## config.mk

```make
export PLATFORM = sky130hd
export DESIGN_NAME = spi_burst_reg_master_flat
export DESIGN_NICKNAME = d
export VERILOG_FILES = /design/src/rtl/spi_burst_reg_master_if.sv /design/src/rtl/spi_burst_reg_master.sv /design/src/flat_wrapper.sv
export SDC_FILE = /design/constraint.sdc
export NUM_CORES = 1
export LEC_CHECK = 0
export BUFFER_PORTS_ARGS = -buffer_cell sky130_fd_sc_hd__buf_2
export CAP_MARGIN = 10
export CORE_MARGIN = 4
export CORE_UTILIZATION = 40
export DETAILED_ROUTE_END_ITERATION = 16
export GPL_TIMING_DRIVEN = 0
export PLACE_DENSITY_LB_ADDON = 0.05
export SYNTH_ARGS = -nofsm -noshare
export SYNTH_HDL_FRONTEND = slang
export SYNTH_SLANG_ARGS = --single-unit
```

## constraint.sdc

```tcl
create_clock -name clk -period 2.3 [get_ports clk]
set_input_delay 0.23 -clock clk [delete_from_list [all_inputs] [get_ports clk]]
set_output_delay 0.23 -clock clk [all_outputs]
set_load 0.1 [all_outputs]
```

## src/rtl/spi_burst_reg_master_if.sv

```systemverilog
// Request, write, read and SPI pin bundle for spi_burst_reg_master.
// The master modport is the block's own view; slave is the client/board side.
interface spi_burst_reg_master_if #(
  parameter int NUM_CS    = 2,
  parameter int MAX_BYTES = 8
);
  localparam int CSW = (NUM_CS > 1) ? $clog2(NUM_CS) : 1;
  localparam int LW  = $clog2(MAX_BYTES + 1);

  logic              req_valid_i;
  logic              req_ready_o;
  logic              req_read_i;
  logic [CSW-1:0]    req_cs_i;
  logic [7:0]        req_addr_i;
  logic [LW-1:0]     req_len_i;
  logic [7:0]        wr_data_i;
  logic              wr_ready_o;
  logic [7:0]        rd_data_o;
  logic              rd_valid_o;
  logic              done_o;
  logic              err_o;
  logic              sclk_o;
  logic              mosi_o;
  logic              miso_i;
  logic [NUM_CS-1:0] cs_n_o;

  modport master (
    input  req_valid_i, req_read_i, req_cs_i, req_addr_i, req_len_i, wr_data_i, miso_i,
    output req_ready_o, wr_ready_o, rd_data_o, rd_valid_o, done_o, err_o, sclk_o, mosi_o, cs_n_o
  );

  modport slave (
    output req_valid_i, req_read_i, req_cs_i, req_addr_i, req_len_i, wr_data_i, miso_i,
    input  req_ready_o, wr_ready_o, rd_data_o, rd_valid_o, done_o, err_o, sclk_o, mosi_o, cs_n_o
  );
endinterface

```

## src/rtl/spi_burst_reg_master.sv

```systemverilog
// SPI mode-0 burst register master (command, address, 1..MAX_BYTES data bytes).
// Optional macro SPI_CS_GAP_EN adds a GAP state holding cs_n high for CS_GAP cycles.
module spi_burst_reg_master #(
  parameter int CLK_DIV   = 4,
  parameter int NUM_CS    = 2,
  parameter int MAX_BYTES = 8,
  parameter int CS_GAP    = 8
) (
  input logic clk,
  input logic rst,
  spi_burst_reg_master_if.master bus
);
  localparam int CSW = (NUM_CS > 1) ? $clog2(NUM_CS) : 1;
  localparam int LW  = $clog2(MAX_BYTES + 1);
  localparam int DW  = $clog2(2 * CLK_DIV);
  localparam logic [DW-1:0] DIV_RISE = DW'(CLK_DIV);
  localparam logic [DW-1:0] DIV_LAST = DW'(2 * CLK_DIV - 1);

  typedef enum logic [2:0] {
    IDLE, CMD, ADDR, DATA, FINISH
`ifdef SPI_CS_GAP_EN
    , GAP
`endif
  } state_t;

  state_t         state_q, state_d;
  logic           setup_q, setup_d;
  logic [DW-1:0]  div_q, div_d;
  logic [2:0]     bit_q, bit_d;
  logic [LW-1:0]  byte_q, byte_d;
  logic [7:0]     sh_q, sh_d;
  logic [7:0]     rx_q, rx_d;
  logic [7:0]     addr_q, addr_d;
  logic           read_q, read_d;
  logic [CSW-1:0] cs_q, cs_d;
  logic [7:0]     rd_data_q, rd_data_d;
  logic           rd_valid_q, rd_valid_d;
  logic           err_q, err_d;
`ifdef SPI_CS_GAP_EN
  localparam int GW = (CS_GAP > 1) ? $clog2(CS_GAP + 1) : 1;
  logic [GW-1:0]  gap_q, gap_d;
`endif

  logic wr_ready;
  logic bad_req;
  logic shifting;
  logic mosi;

  assign bad_req  = (bus.req_len_i == '0) || (bus.req_len_i > LW'(MAX_BYTES)) ||
                    (int'(bus.req_cs_i) >= NUM_CS);
  // setup_q marks the single cs-to-first-bit setup cycle after accept
  assign shifting = (state_q inside {CMD, ADDR, DATA}) && !setup_q;

  always_ff @(posedge clk or posedge rst) begin
    if (rst) begin
      state_q    <= IDLE;
      setup_q    <= 1'b0;
      div_q      <= '0;
      bit_q      <= '0;
      byte_q     <= '0;
      sh_q       <= '0;
      rx_q       <= '0;
      addr_q     <= '0;
      read_q     <= 1'b0;
      cs_q       <= '0;
      rd_data_q  <= '0;
      rd_valid_q <= 1'b0;
      err_q      <= 1'b0;
`ifdef SPI_CS_GAP_EN
      gap_q      <= '0;
`endif
    end else begin
      state_q    <= state_d;
      setup_q    <= setup_d;
      div_q      <= div_d;
      bit_q      <= bit_d;
      byte_q     <= byte_d;
      sh_q       <= sh_d;
      rx_q       <= rx_d;
      addr_q     <= addr_d;
      read_q     <= read_d;
      cs_q       <= cs_d;
      rd_data_q  <= rd_data_d;
      rd_valid_q <= rd_valid_d;
      err_q      <= err_d;
`ifdef SPI_CS_GAP_EN
      gap_q      <= gap_d;
`endif
    end
  end

  always_comb begin
    state_d    = state_q;
    setup_d    = 1'b0;
    div_d      = div_q;
    bit_d      = bit_q;
    byte_d     = byte_q;
    sh_d       = sh_q;
    rx_d       = rx_q;
    addr_d     = addr_q;
    read_d     = read_q;
    cs_d       = cs_q;
    rd_data_d  = rd_data_q;
    rd_valid_d = 1'b0;
    err_d      = 1'b0;
    wr_ready   = 1'b0;
`ifdef SPI_CS_GAP_EN
    gap_d      = gap_q;
`endif
    case (state_q)
      IDLE: begin
        if (bus.req_valid_i) begin
          if (bad_req) begin
            err_d = 1'b1;
          end else begin
            state_d = CMD;
            setup_d = 1'b1;
            div_d   = '0;
            bit_d   = '0;
            read_d  = bus.req_read_i;
            cs_d    = bus.req_cs_i;
            addr_d  = bus.req_addr_i;
            byte_d  = bus.req_len_i;
            sh_d    = bus.req_read_i ? 8'h0B : 8'h0A;
          end
        end
      end
      CMD, ADDR, DATA: begin
        if (!setup_q) begin
          if (state_q == DATA && !read_q && bit_q == 3'd0 && div_q == '0) begin
            wr_ready = 1'b1;
            sh_d     = bus.wr_data_i;
          end
          if (div_q == DIV_RISE) begin
            rx_d = {rx_q[6:0], bus.miso_i};
            if (state_q == DATA && read_q && bit_q == 3'd7) begin
              rd_data_d  = {rx_q[6:0], bus.miso_i};
              rd_valid_d = 1'b1;
            end
          end
          if (div_q == DIV_LAST) begin
            div_d = '0;
            bit_d = bit_q + 3'd1;
            sh_d  = {sh_q[6:0], 1'b0};
            if (bit_q == 3'd7) begin
              if (state_q == CMD) begin
                state_d = ADDR;
                sh_d    = addr_q;
              end else if (state_q == ADDR) begin
                state_d = DATA;
              end else if (byte_q == LW'(1)) begin
                state_d = FINISH;
              end else begin
                byte_d = byte_q - LW'(1);
              end
            end
          end else begin
            div_d = div_q + DW'(1);
          end
        end
      end
      FINISH: begin
`ifdef SPI_CS_GAP_EN
        state_d = GAP;
        gap_d   = GW'(CS_GAP - 1);
`else
        state_d = IDLE;
`endif
      end
`ifdef SPI_CS_GAP_EN
      GAP: begin
        if (gap_q == '0) state_d = IDLE;
        else             gap_d   = gap_q - GW'(1);
      end
`endif
      default: state_d = IDLE;
    endcase
  end

  // During the load cycle of a write byte the shifter is not yet loaded, so drive its MSB directly.
  always_comb begin
    mosi = 1'b0;
    if (shifting) begin
      if (state_q == DATA) mosi = read_q ? 1'b0 : (wr_ready ? bus.wr_data_i[7] : sh_q[7]);
      else                 mosi = sh_q[7];
    end
  end

  assign bus.req_ready_o = (state_q == IDLE);
  assign bus.done_o      = (state_q == FINISH);
  assign bus.err_o       = err_q;
  assign bus.rd_data_o   = rd_data_q;
  assign bus.rd_valid_o  = rd_valid_q;
  assign bus.wr_ready_o  = wr_ready;
  assign bus.sclk_o      = shifting && (div_q >= DIV_RISE);
  assign bus.mosi_o      = mosi;
  assign bus.cs_n_o      = (state_q inside {CMD, ADDR, DATA}) ? ~(NUM_CS'(1) << cs_q) : '1;
endmodule
```

## src/flat_wrapper.sv

```systemverilog
// flat-port wrapper written by rule: the top's interface ports become plain ports
module spi_burst_reg_master_flat 
#(
  parameter int CLK_DIV   = 4,
  parameter int NUM_CS    = 2,
  parameter int MAX_BYTES = 8,
  parameter int CS_GAP    = 8
)
  (clk, rst, bus_req_valid_i, bus_req_read_i, bus_req_cs_i, bus_req_addr_i, bus_req_len_i, bus_wr_data_i, bus_miso_i, bus_req_ready_o, bus_wr_ready_o, bus_rd_data_o, bus_rd_valid_o, bus_done_o, bus_err_o, bus_sclk_o, bus_mosi_o, bus_cs_n_o);
  spi_burst_reg_master_if #(.NUM_CS(NUM_CS), .MAX_BYTES(MAX_BYTES)) bus_i ();
  input logic clk;
  input logic rst;
  input wire logic [$bits(bus_i.req_valid_i)-1:0] bus_req_valid_i;
  input wire logic [$bits(bus_i.req_read_i)-1:0] bus_req_read_i;
  input wire logic [$bits(bus_i.req_cs_i)-1:0] bus_req_cs_i;
  input wire logic [$bits(bus_i.req_addr_i)-1:0] bus_req_addr_i;
  input wire logic [$bits(bus_i.req_len_i)-1:0] bus_req_len_i;
  input wire logic [$bits(bus_i.wr_data_i)-1:0] bus_wr_data_i;
  input wire logic [$bits(bus_i.miso_i)-1:0] bus_miso_i;
  output wire logic [$bits(bus_i.req_ready_o)-1:0] bus_req_ready_o;
  output wire logic [$bits(bus_i.wr_ready_o)-1:0] bus_wr_ready_o;
  output wire logic [$bits(bus_i.rd_data_o)-1:0] bus_rd_data_o;
  output wire logic [$bits(bus_i.rd_valid_o)-1:0] bus_rd_valid_o;
  output wire logic [$bits(bus_i.done_o)-1:0] bus_done_o;
  output wire logic [$bits(bus_i.err_o)-1:0] bus_err_o;
  output wire logic [$bits(bus_i.sclk_o)-1:0] bus_sclk_o;
  output wire logic [$bits(bus_i.mosi_o)-1:0] bus_mosi_o;
  output wire logic [$bits(bus_i.cs_n_o)-1:0] bus_cs_n_o;
  assign bus_i.req_valid_i = bus_req_valid_i;
  assign bus_i.req_read_i = bus_req_read_i;
  assign bus_i.req_cs_i = bus_req_cs_i;
  assign bus_i.req_addr_i = bus_req_addr_i;
  assign bus_i.req_len_i = bus_req_len_i;
  assign bus_i.wr_data_i = bus_wr_data_i;
  assign bus_i.miso_i = bus_miso_i;
  assign bus_req_ready_o = bus_i.req_ready_o;
  assign bus_wr_ready_o = bus_i.wr_ready_o;
  assign bus_rd_data_o = bus_i.rd_data_o;
  assign bus_rd_valid_o = bus_i.rd_valid_o;
  assign bus_done_o = bus_i.done_o;
  assign bus_err_o = bus_i.err_o;
  assign bus_sclk_o = bus_i.sclk_o;
  assign bus_mosi_o = bus_i.mosi_o;
  assign bus_cs_n_o = bus_i.cs_n_o;
  spi_burst_reg_master #(.CLK_DIV(CLK_DIV), .NUM_CS(NUM_CS), .MAX_BYTES(MAX_BYTES), .CS_GAP(CS_GAP)) u_core (.clk(clk), .rst(rst), .bus(bus_i));
endmodule
```

# Word-level counts from Yosys, hierarchy flattened
# Cells that the tools add are included.
# word_totals
memories,0
mem_bits_ro,0
reg_bits,49
elab_cells,118
latch_bits,0
output_inout_bits,17
in_bits,26
ram_bits,0
# op_classes
multipliers,0
reduce_logical,25
mux,53
bitwise_logic,3
n_eq_ne,18
magnitude_cmp,2
n_shift,1
n_addsub,3
n_div,0
# ops
operator,count
2-to-1 mux 8 bit,7
2-to-1 mux 3 bit,14
2-to-1 mux 4 bit,8
2-to-1 mux 1 bit,18
one-hot mux 3 bit (2 select lines),3
one-hot mux 8 bit (2 select lines),1
equality test 3 bit (second input constant),4
!= test 2 bit (second input constant),6
AND reduction 5 bit,2
logical NOT 3 bit,3
AND reduction 9 bit,1
one-hot mux 4 bit (2 select lines),1
AND reduction 4 bit,2
logical AND 1 bit,7
adder 3 x 1 -> 3 bit (second input constant),2
equality test 3 x 2 -> 1 bit (second input constant),2
AND reduction 3 bit,2
AND reduction 6 bit,1
equality test 4 x 1 -> 1 bit (second input constant),1
> comparator 4 bit (second input constant),1
logical NOT 4 bit,1
!= test 2 x 1 -> 1 bit (second input constant),2
!= test 4 x 1 -> 1 bit (second input constant),1
subtractor 4 x 1 -> 4 bit (second input constant),1
12 further kinds,14

# Logic depth before layout (Yosys ltp)
# Gate-level depths: netlist (run 1).
# depth
depth_word,11
ltp_mapped,7
depth_no_buf,6

# Worst setup path after synthesis (run 1)
# OpenSTA, ideal clock, no wires.
# synth_path
path_type,reg2out
start,reg u_core.state_q[2]
end,out bus_mosi_o
t_required_ps,2070
slack_ps,-1381
stages_incl_launch_ff,6
arrival_ps,3451
path_buffers,1
cell_sequence,dfrtp_1 buf_6 nand3b_1 or3_1 a21o_1 a21boi_0
# synth_between
elab_chain_cells,11
word_cells_on_any_way,16
classes_between,3 x eq/ne; 7 x mux; 6 x reduce/logical
# synth_rtl
item,line_no,text
start: declaration,spi_burst_reg_master.sv:26,"state_t state_q, state_d;"
start signal: assignment,spi_burst_reg_master.sv:73,state_q <= state_d;
equality test 3 x 2 -> 1 bit,n/a,
logical AND 1 bit (3 in a row),spi_burst_reg_master.sv:130,if (state_q == DATA && !read_q && bit_q == 3'd0 && div_q == '0) begin
2-to-1 mux 1 bit,spi_burst_reg_master.sv:130,
2-to-1 mux 1 bit,spi_burst_reg_master.sv:129,if (!setup_q) begin
2-to-1 mux 1 bit,spi_burst_reg_master.sv:110,case (state_q)
2-to-1 mux 1 bit (3 in a row),spi_burst_reg_master.sv:184,if (state_q == DATA) mosi = read_q ? 1'b0 : (wr_ready ? bus.wr_data_i[7] : sh_q[7]);
2-to-1 mux 1 bit *,spi_burst_reg_master.sv:183,if (shifting) begin
end: declaration,flat_wrapper.sv:27,output wire logic [$bits(bus_i.mosi_o)-1:0] bus_mosi_o;
# Every way passes the cells marked *; elsewhere a longest branch is shown, timed or not.

# Worst setup path in the final report (run 1)
# Ends and elaborated chain as after synthesis.

==> flow_summary_export.csv, run 1 <==
group,metric,value,unit
critical_path,endpoint,"bus_mosi_o",
drt,ant_nets,0,
floorplan,coreArea,0.00606,mm²
critical_path,cp_max_fo,10,
layout,finalInstanceArea,0.00302,mm²
drt,first_iter_violations,53,
synthesis,synth_top_family_by_area,"multiplexers",
clock_tree,cts_tree,"yes",
synthesis,ys.flop_type,"dfrtp_1",
pwr,p_sw,0.000300,W
floorplan,start_util,42.1,%
global_routing,grt_pass1_wl,9090,µm
drt,dr_wl_met2,2430,µm
drt,route.detailed.drc,0,
synthesis,synth-simple-area-share,11.4,%
synthesis,synthMuxAreaShare,18.6,%
sta,rsz0062_at_grt,"yes",
floorplan,die_y,87.8,µm
sta,hold_viol_final,0,
global_routing,grt_max_degree,27,
synthesis,synth-seq-cells,49,
global_routing,grt_pass1_vias,1847,
sta,finalCriticalPeriod,2220,ps
pwr,pwr-share-seq,60.7,%
sta,clock_skew,3.36,ps
synthesis,synth_edf_count,0,
critical_path,startpoint_type,"flip-flop",
clock_tree,clockBufferDepth,2,
placement,hpwlAfterDp,3920,µm
pwr,ir_worst_vdd,0.281,mV
layout,multi_input_area,0.00124,mm²
sta,maxSlewHeadroom,63.6,%
layout,final_cells,343,
critical_path,reg2regPathDepth,6,
layout,syn_to_final_growth,18.5,%
sta,tightest_slew,541,ps
sta,hold_ws,164,ps
run_status,outcome,"finished, final reports clean",
layout,ff_latch_area,0.00123,mm²
drt,routed-wl-met3,271,µm
sta,fmax,451,MHz
sta,tns,0,ps
placement,place_area,0.00288,mm²
placement,io_buffers,42,
layout,insertedDiodeCount,0,
drt,first_pass_iters,4,
sta,maxSlewViolCount,0,
pwr,p_int,0.00113,W
critical_path,reg2reg_to,"u_core.sh_q[1]",
critical_path,end_kind,"output port",
global_routing,grt_overflow,0,
clock_tree,clk_pin_slew,80,ps
clock_tree,clk_latency,290,ps
floorplan,fp.dieW,87.8,µm
synthesis,yosys.area.top_type,"dfrtp_1",
placement,dp_cells,334,
floorplan,boundaryPins,43,
drt,highest_layer,"met4",
critical_path,cpPeakStageDelay,380,ps
synthesis,synth_xor_area_share,0.343,%
synthesis,synth.area.top_cells,"dfrtp_1, mux2_2, ha_1, mux2_4, mux2i_1",
synthesis,synthAdderAreaFrac,3.93,%
clock_tree,cts_num_sinks,49,
synthesis,synth-compound-area-share,13.3,%
synthesis,ys_seq_area_share,48.1,%
sta,setup_viol,0,
clock_tree,numCtsBuffers,5,
synthesis,syn_avg_cell_area,11.8,µm²
floorplan,die_area,0.00772,mm²
job,cap_viol_max_count,0,
critical_path,rr_startpoint,"u_core.div_q[0]",
global_routing,groute.usage.overall,15.2,%
pwr,p_sw_share,21.0,%
drt,via_count,1841,
synthesis,synth_warnings,0,
layout,layout-drive-gt1-share,41.0,%
pwr,cellLeakagePower,1.48,nW
drt,drt-total-wl,5360,µm
floorplan,rows,28,
critical_path,reg2reg_slack,180,ps
worst_hold_path,hp-class,"input pin to flip-flop",
pwr,p_per_area,475,mW/mm²
synthesis,netlist_instances,216,
critical_path,crit_arrival,1990,ps
critical_path,worstSetupPathType,"flip-flop to output port",
drt,wl_per_cell,15.6,µm
placement,gp_congestion,0.862,
pwr,p_comb_share,4.2,%
pwr,p_clk_share,35.1,%
synthesis,async_flop_share,100,%
synthesis,syn_area,0.00255,mm²
sta,period_share,96.4,%
synthesis,yosysTopAreaCellShare,48.1,%
critical_path,crit_path_cell_trace,"buf_6 > nand3b_1 > or3_1 > a21o_1 > a21boi_2 > buf_12",
layout,nets,302,
drt,wl_met1,2580,µm
global_routing,grt_antenna_before_repair,0,
drt,via_per_inst,5.37,
layout,fill_cells,571,
critical_path,cp.required,2070,ps
clock_tree,cts-root-buf,"clkbuf_8",
clock_tree,cts.htree.levels,2,
synthesis,ys_types,50,
critical_path,crit_slowest_cell,"dfrtp_1",
synthesis,syn_nets,250,
critical_path,crit_path_start,"u_core.state_q[2]",
pwr,p_total,0.00143,W
how the worst min path moves through the flow:
stage / end / slack, ps / from / cells after the start
floorplan: u_core.addr_q[0] / 380 / bus_req_addr_i[0] / 1
global placement: u_core.addr_q[6] / 460 / bus_req_addr_i[6] / 2
detailed placement: u_core.rx_q[0] / 310 / rst / 2
CTS: u_core.addr_q[0] / 150 / bus_req_addr_i[0] / 2
global route: u_core.addr_q[3] / 150 / bus_req_addr_i[3] / 2
finish: u_core.addr_q[3] / 160 / bus_req_addr_i[3] / 2
cell usage after synthesis (2+ instances only):
master and count:
buf_2 4, o21ai_0 8, o211ai_1 2, o31ai_1 2, dfrtp_1 49, ha_1 8, clkbuf_1 2, nand3_1 3
mux2i_1 8, and2_1 2, inv_1 10, nor2_1 6, a21oi_1 6, a31oi_1 4, or3_1 2, and3_1 2
mux2_4 6, a41o_1 2, mux2_2 27, a21o_1 2, nand4_1 3, nor3_1 6, o221a_2 2, nor4_1 2
a21boi_0 2, nand2b_1 2, buf_4 3, o21bai_1 2, buf_6 2, a32o_1 2, nand2_1 16
sequential cells by signal, summed over array words and instances, names as in the netlist, 3 cells and up:
signal and count:
u_core.sh_q 8, u_core.state_q 3, u_core.div_q 3, u_core.bit_q 3, u_core.bus.rd_data_o 8, u_core.byte_q 4
u_core.addr_q 8, u_core.rx_q 7
repair_timing:
action / in CTS / in global routing
setup buffers: 1 / 0
resized for setup: 6 / 8
hold endpoints to repair: 23 / 0
endpoints found under the setup margin: 2 / 5
hold buffers: 1 / 0
pin swaps: 3 / 2
area by class of cell:
class	count	share of cell area, %
plain buffers	11	2.44
clock buffers	7	2.86
inverters	10	1.24
multi-input cells	146	40.9
flip-flops and latches	49	40.6
well taps	75	3.11
repair buffers	45	8.86
critical path: cells and delay by family (launching register included):
kind / cells / cell delay (ps)
and+or+nand+nor: 2 / 610
AOI/OAI and AO/OA: 2 / 370
DFF: 1 / 380
buffers and inverters: 2 / 340
cell families (layout without fill, tap and decap cells):
kind of cell / after synthesis / in the layout
AND/OR/NAND/NOR: 52 / 52
adder cells (fa/ha/maj): 8 / 8
XOR/XNOR: 1 / 1
multiplexers: 41 / 41
buffers and inverters: 21 / 73
AO/OA/AOI/OAI: 44 / 44
flip-flops: 49 / 49
placed cells by master (no fill, tap or decap), drive strengths merged, types with 2 or more instances in the layout:
master | Yosys | final
nand4 | 3 | 3
buf | 9 | 51
a21boi | 2 | 2
clkbuf | 2 | 11
o21ai | 9 | 9
mux2i | 8 | 8
nand2 | 16 | 16
a21o | 2 | 2
o211ai | 2 | 2
inv | 10 | 10
a32o | 2 | 2
nor2 | 7 | 7
and2 | 2 | 2
o31ai | 2 | 2
dfrtp | 49 | 49
nand3 | 3 | 3
a31oi | 4 | 4
nand2b | 2 | 2
and3 | 2 | 2
or3 | 2 | 2
o21bai | 2 | 2
ha | 8 | 8
nor4 | 2 | 2
nor3 | 7 | 7
mux2 | 33 | 33
o221a | 2 | 2
a41o | 2 | 2
a21oi | 7 | 7
power by group through the flow:
stage / logic, W / registers [W] / clock network [W]
2_1_floorplan: 0.0000264 / 0.000886 / 0
6_report: 0.0000604 / 0.000870 / 0.000504
5_1_grt: 0.0000707 / 0.000871 / 0.000569
3_5_place_dp: 0.0000616 / 0.000887 / 0
4_1_cts: 0.0000629 / 0.000870 / 0.000533
3_3_place_gp: 0.0000564 / 0.000887 / 0
per-layer routing:
layer  up-vias  track usage (%)
li1        896                -
met1       889             21.8
met2        49             23.0
met3         7             3.39
met4         0             4.46
met5         -                0
stage by stage:
stage	setup WS (ps)	utilization, %
floorplan	-579	-
CTS	16.9	49.5
finish	82.0	49.9
detailed placement	91.3	47.5
global placement	113	47.2
global route	-32.2	49.9
Power figures use the tool's default switching activity.
==> run 2, diff against run 1 <==
- HOLD_SLACK_MARGIN: unset -> 0.05
- clock period: 2.3 -> 1.8 ns (I/O delays scaled with it)
==> run 2 against run 1 <==
The flow now finishes with violations (setup timing); global-route usage is 0.80 points higher; power is 40% higher; via count is 9.5% higher; register-to-register slack worse by 330 ps; combinational power is 30% higher; largest power group unchanged; die area stayed put; flip-flop and latch count stayed put; highest routed layer unchanged; worst hold slack worse by 70 ps; non-clock buffer count is 37 higher; largest cell class unchanged; clock skew is 6.4 ps higher; sequential power is 28% higher; worst setup slack worse by 420 ps.
==> flow_summary_export.csv, run 2 (same netlist as run 1, synthesis figures left out) <==
group,metric,value,unit
pwr,p_sw_share,22.2,%
critical_path,crit_path_cell_trace,"inv_2 > ha_4 > nand4bb_1 > or3_1 > a21o_1 > a21boi_4 > buf_12",
sta,rsz0062_at_grt,"yes",
sta,maxSlewViolCount,0,
run_status,outcome,"finished with violations",
critical_path,crit_arrival,1960,ps
sta,setup_viol,20,
global_routing,groute.usage.overall,16.0,%
clock_tree,cts-root-buf,"clkbuf_8",
pwr,p_clk_share,40.6,%
floorplan,coreArea,0.00606,mm²
global_routing,grt_antenna_before_repair,0,
global_routing,grt_overflow,0,
job,cap_viol_max_count,0,
sta,maxSlewHeadroom,61.0,%
critical_path,worstSetupPathType,"flip-flop to output port",
placement,io_buffers,42,
drt,first_iter_violations,89,
layout,nets,339,
critical_path,startpoint_type,"flip-flop",
floorplan,die_area,0.00772,mm²
critical_path,cp_max_fo,2,
sta,hold_viol_final,0,
floorplan,die_y,87.8,µm
pwr,pwr-share-seq,55.5,%
placement,hpwlAfterDp,3950,µm
layout,insertedDiodeCount,0,
global_routing,grt_max_degree,28,
clock_tree,clk_latency,310,ps
pwr,p_per_area,545,mW/mm²
sta,period_share,119,%
clock_tree,numCtsBuffers,5,
placement,gp_congestion,0.820,
sta,finalWorstSetupSlack,-339,ps
drt,first_pass_iters,5,
critical_path,end_kind,"output port",
layout,final_cell_mix,"dfrtp_1, buf_2, buf_4",
clock_tree,cts.htree.levels,2,
clock_tree,cts_tree,"yes",
global_routing,grt_pass1_wl,9550,µm
layout,syn_to_final_growth,44.1,%
placement,place_area,0.00291,mm²
drt,ant_nets,0,
sta,finalCriticalPeriod,2140,ps
sta,hold_ws,94.2,ps
clock_tree,clockBufferDepth,2,
floorplan,start_util,42.1,%
critical_path,cpPeakStageDelay,410,ps
drt,wl_per_cell,16.1,µm
pwr,cellLeakagePower,1.77,nW
drt,via_count,2016,
layout,finalInstanceArea,0.00367,mm²
pwr,p_comb_share,3.9,%
critical_path,cp.required,1620,ps
global_routing,grt_pass1_vias,1952,
pwr,p_sw,0.000445,W
layout,final_common_cell,"dfrtp_1",
drt,via_per_inst,5.29,
worst_hold_path,hp-class,"input pin to flip-flop",
critical_path,crit_slowest_cell,"dfrtp_1",
clock_tree,clk_pin_slew,100,ps
clock_tree,cts_num_sinks,49,
drt,drt-total-wl,6120,µm
sta,tightest_slew,579,ps
run_status,violations,"setup timing",
sta,fmax,468,MHz
pwr,ir_worst_vdd,0.340,mV
drt,route.detailed.drc,0,
pwr,p_int,0.00156,W
floorplan,boundaryPins,43,
layout,layout-drive-gt1-share,55.6,%
sta,clock_skew,9.75,ps
floorplan,fp.dieW,87.8,µm
floorplan,rows,28,
-- run 2: metrics by stage --
step	utilization, %	setup TNS (ps)	instances	setup slack, ps	total power (W)
final	60.6	-1570	381	-339	0.00200
after global routing	60.6	-3670	381	-408	0.00208
after detailed placement	48.0	-4570	334	-377	0.00121
after global placement	47.7	-18060	333	-365	0.00120
after CTS	54.8	-2080	356	-440	0.00202
after floorplan	-	-463	216	-275	0.00117
-- run 2: area by class of cell --
type,count,area [µm²]
well taps,75,93.8
fillers,498,2390
inverters,10,37.5
multi-input cells,146,1420
flip-flops and latches,49,1230
repair buffers,82,654
plain buffers,11,129
clock inverters,3,46.3
clock buffers,5,68.8
-- run 2: what timing repair did --
action,4_1_cts,5_1_grt
gates cloned,0,1
pin swaps,10,17
hold buffers,1,0
endpoints found under the hold margin,22,0
buffers inserted,13,27
resized for setup,45,40
endpoints found under the setup margin,35,36
-- run 2: power by group through the flow --
stage	registers, W	clock network, W	logic, W
floorplan	0.00113	0	0.0000338
global placement	0.00113	0	0.0000716
detailed placement	0.00113	0	0.0000787
CTS	0.00111	0.000829	0.0000804
global route	0.00111	0.000880	0.0000899
finish	0.00111	0.000814	0.0000783
-- run 2: final timing paths --
path                                               from                       to  slack [ps]  depth (start not counted)
min in group asynchronous                           rst  u_core.bus.rd_data_o[0]         430                          3
max in group asynchronous                           rst         u_core.byte_q[3]         840                          4
worst max register to register          u_core.div_q[0]           u_core.sh_q[1]        -150                          7
worst min register to register  u_core.bus.rd_data_o[7]  u_core.bus.rd_data_o[7]         510                          1
worst min-delay path                  bus_req_addr_i[0]         u_core.addr_q[0]          90                          2
worst max-delay path                    u_core.div_q[0]               bus_mosi_o        -340                          7
-- run 2: worst max-delay path: cells and delay by family (launching register included) --
kind | cells | cell delay [ps]
simple gates | 2 | 470
flops | 1 | 410
compound gates | 2 | 370
buf+inv | 2 | 280
fa+ha+maj | 1 | 130
-- run 2: per-layer routing --
metal  track usage (%)  share of wire, %  wire length [µm]  vias to the layer above
met1              21.8                47              2850                      987
met5                 0                 0                 0                        -
met2              26.1                48              2940                       56
met4              4.04              0.85                52                        0
li1                  -                 -                 -                      969
met3              3.29               4.4               271                        4
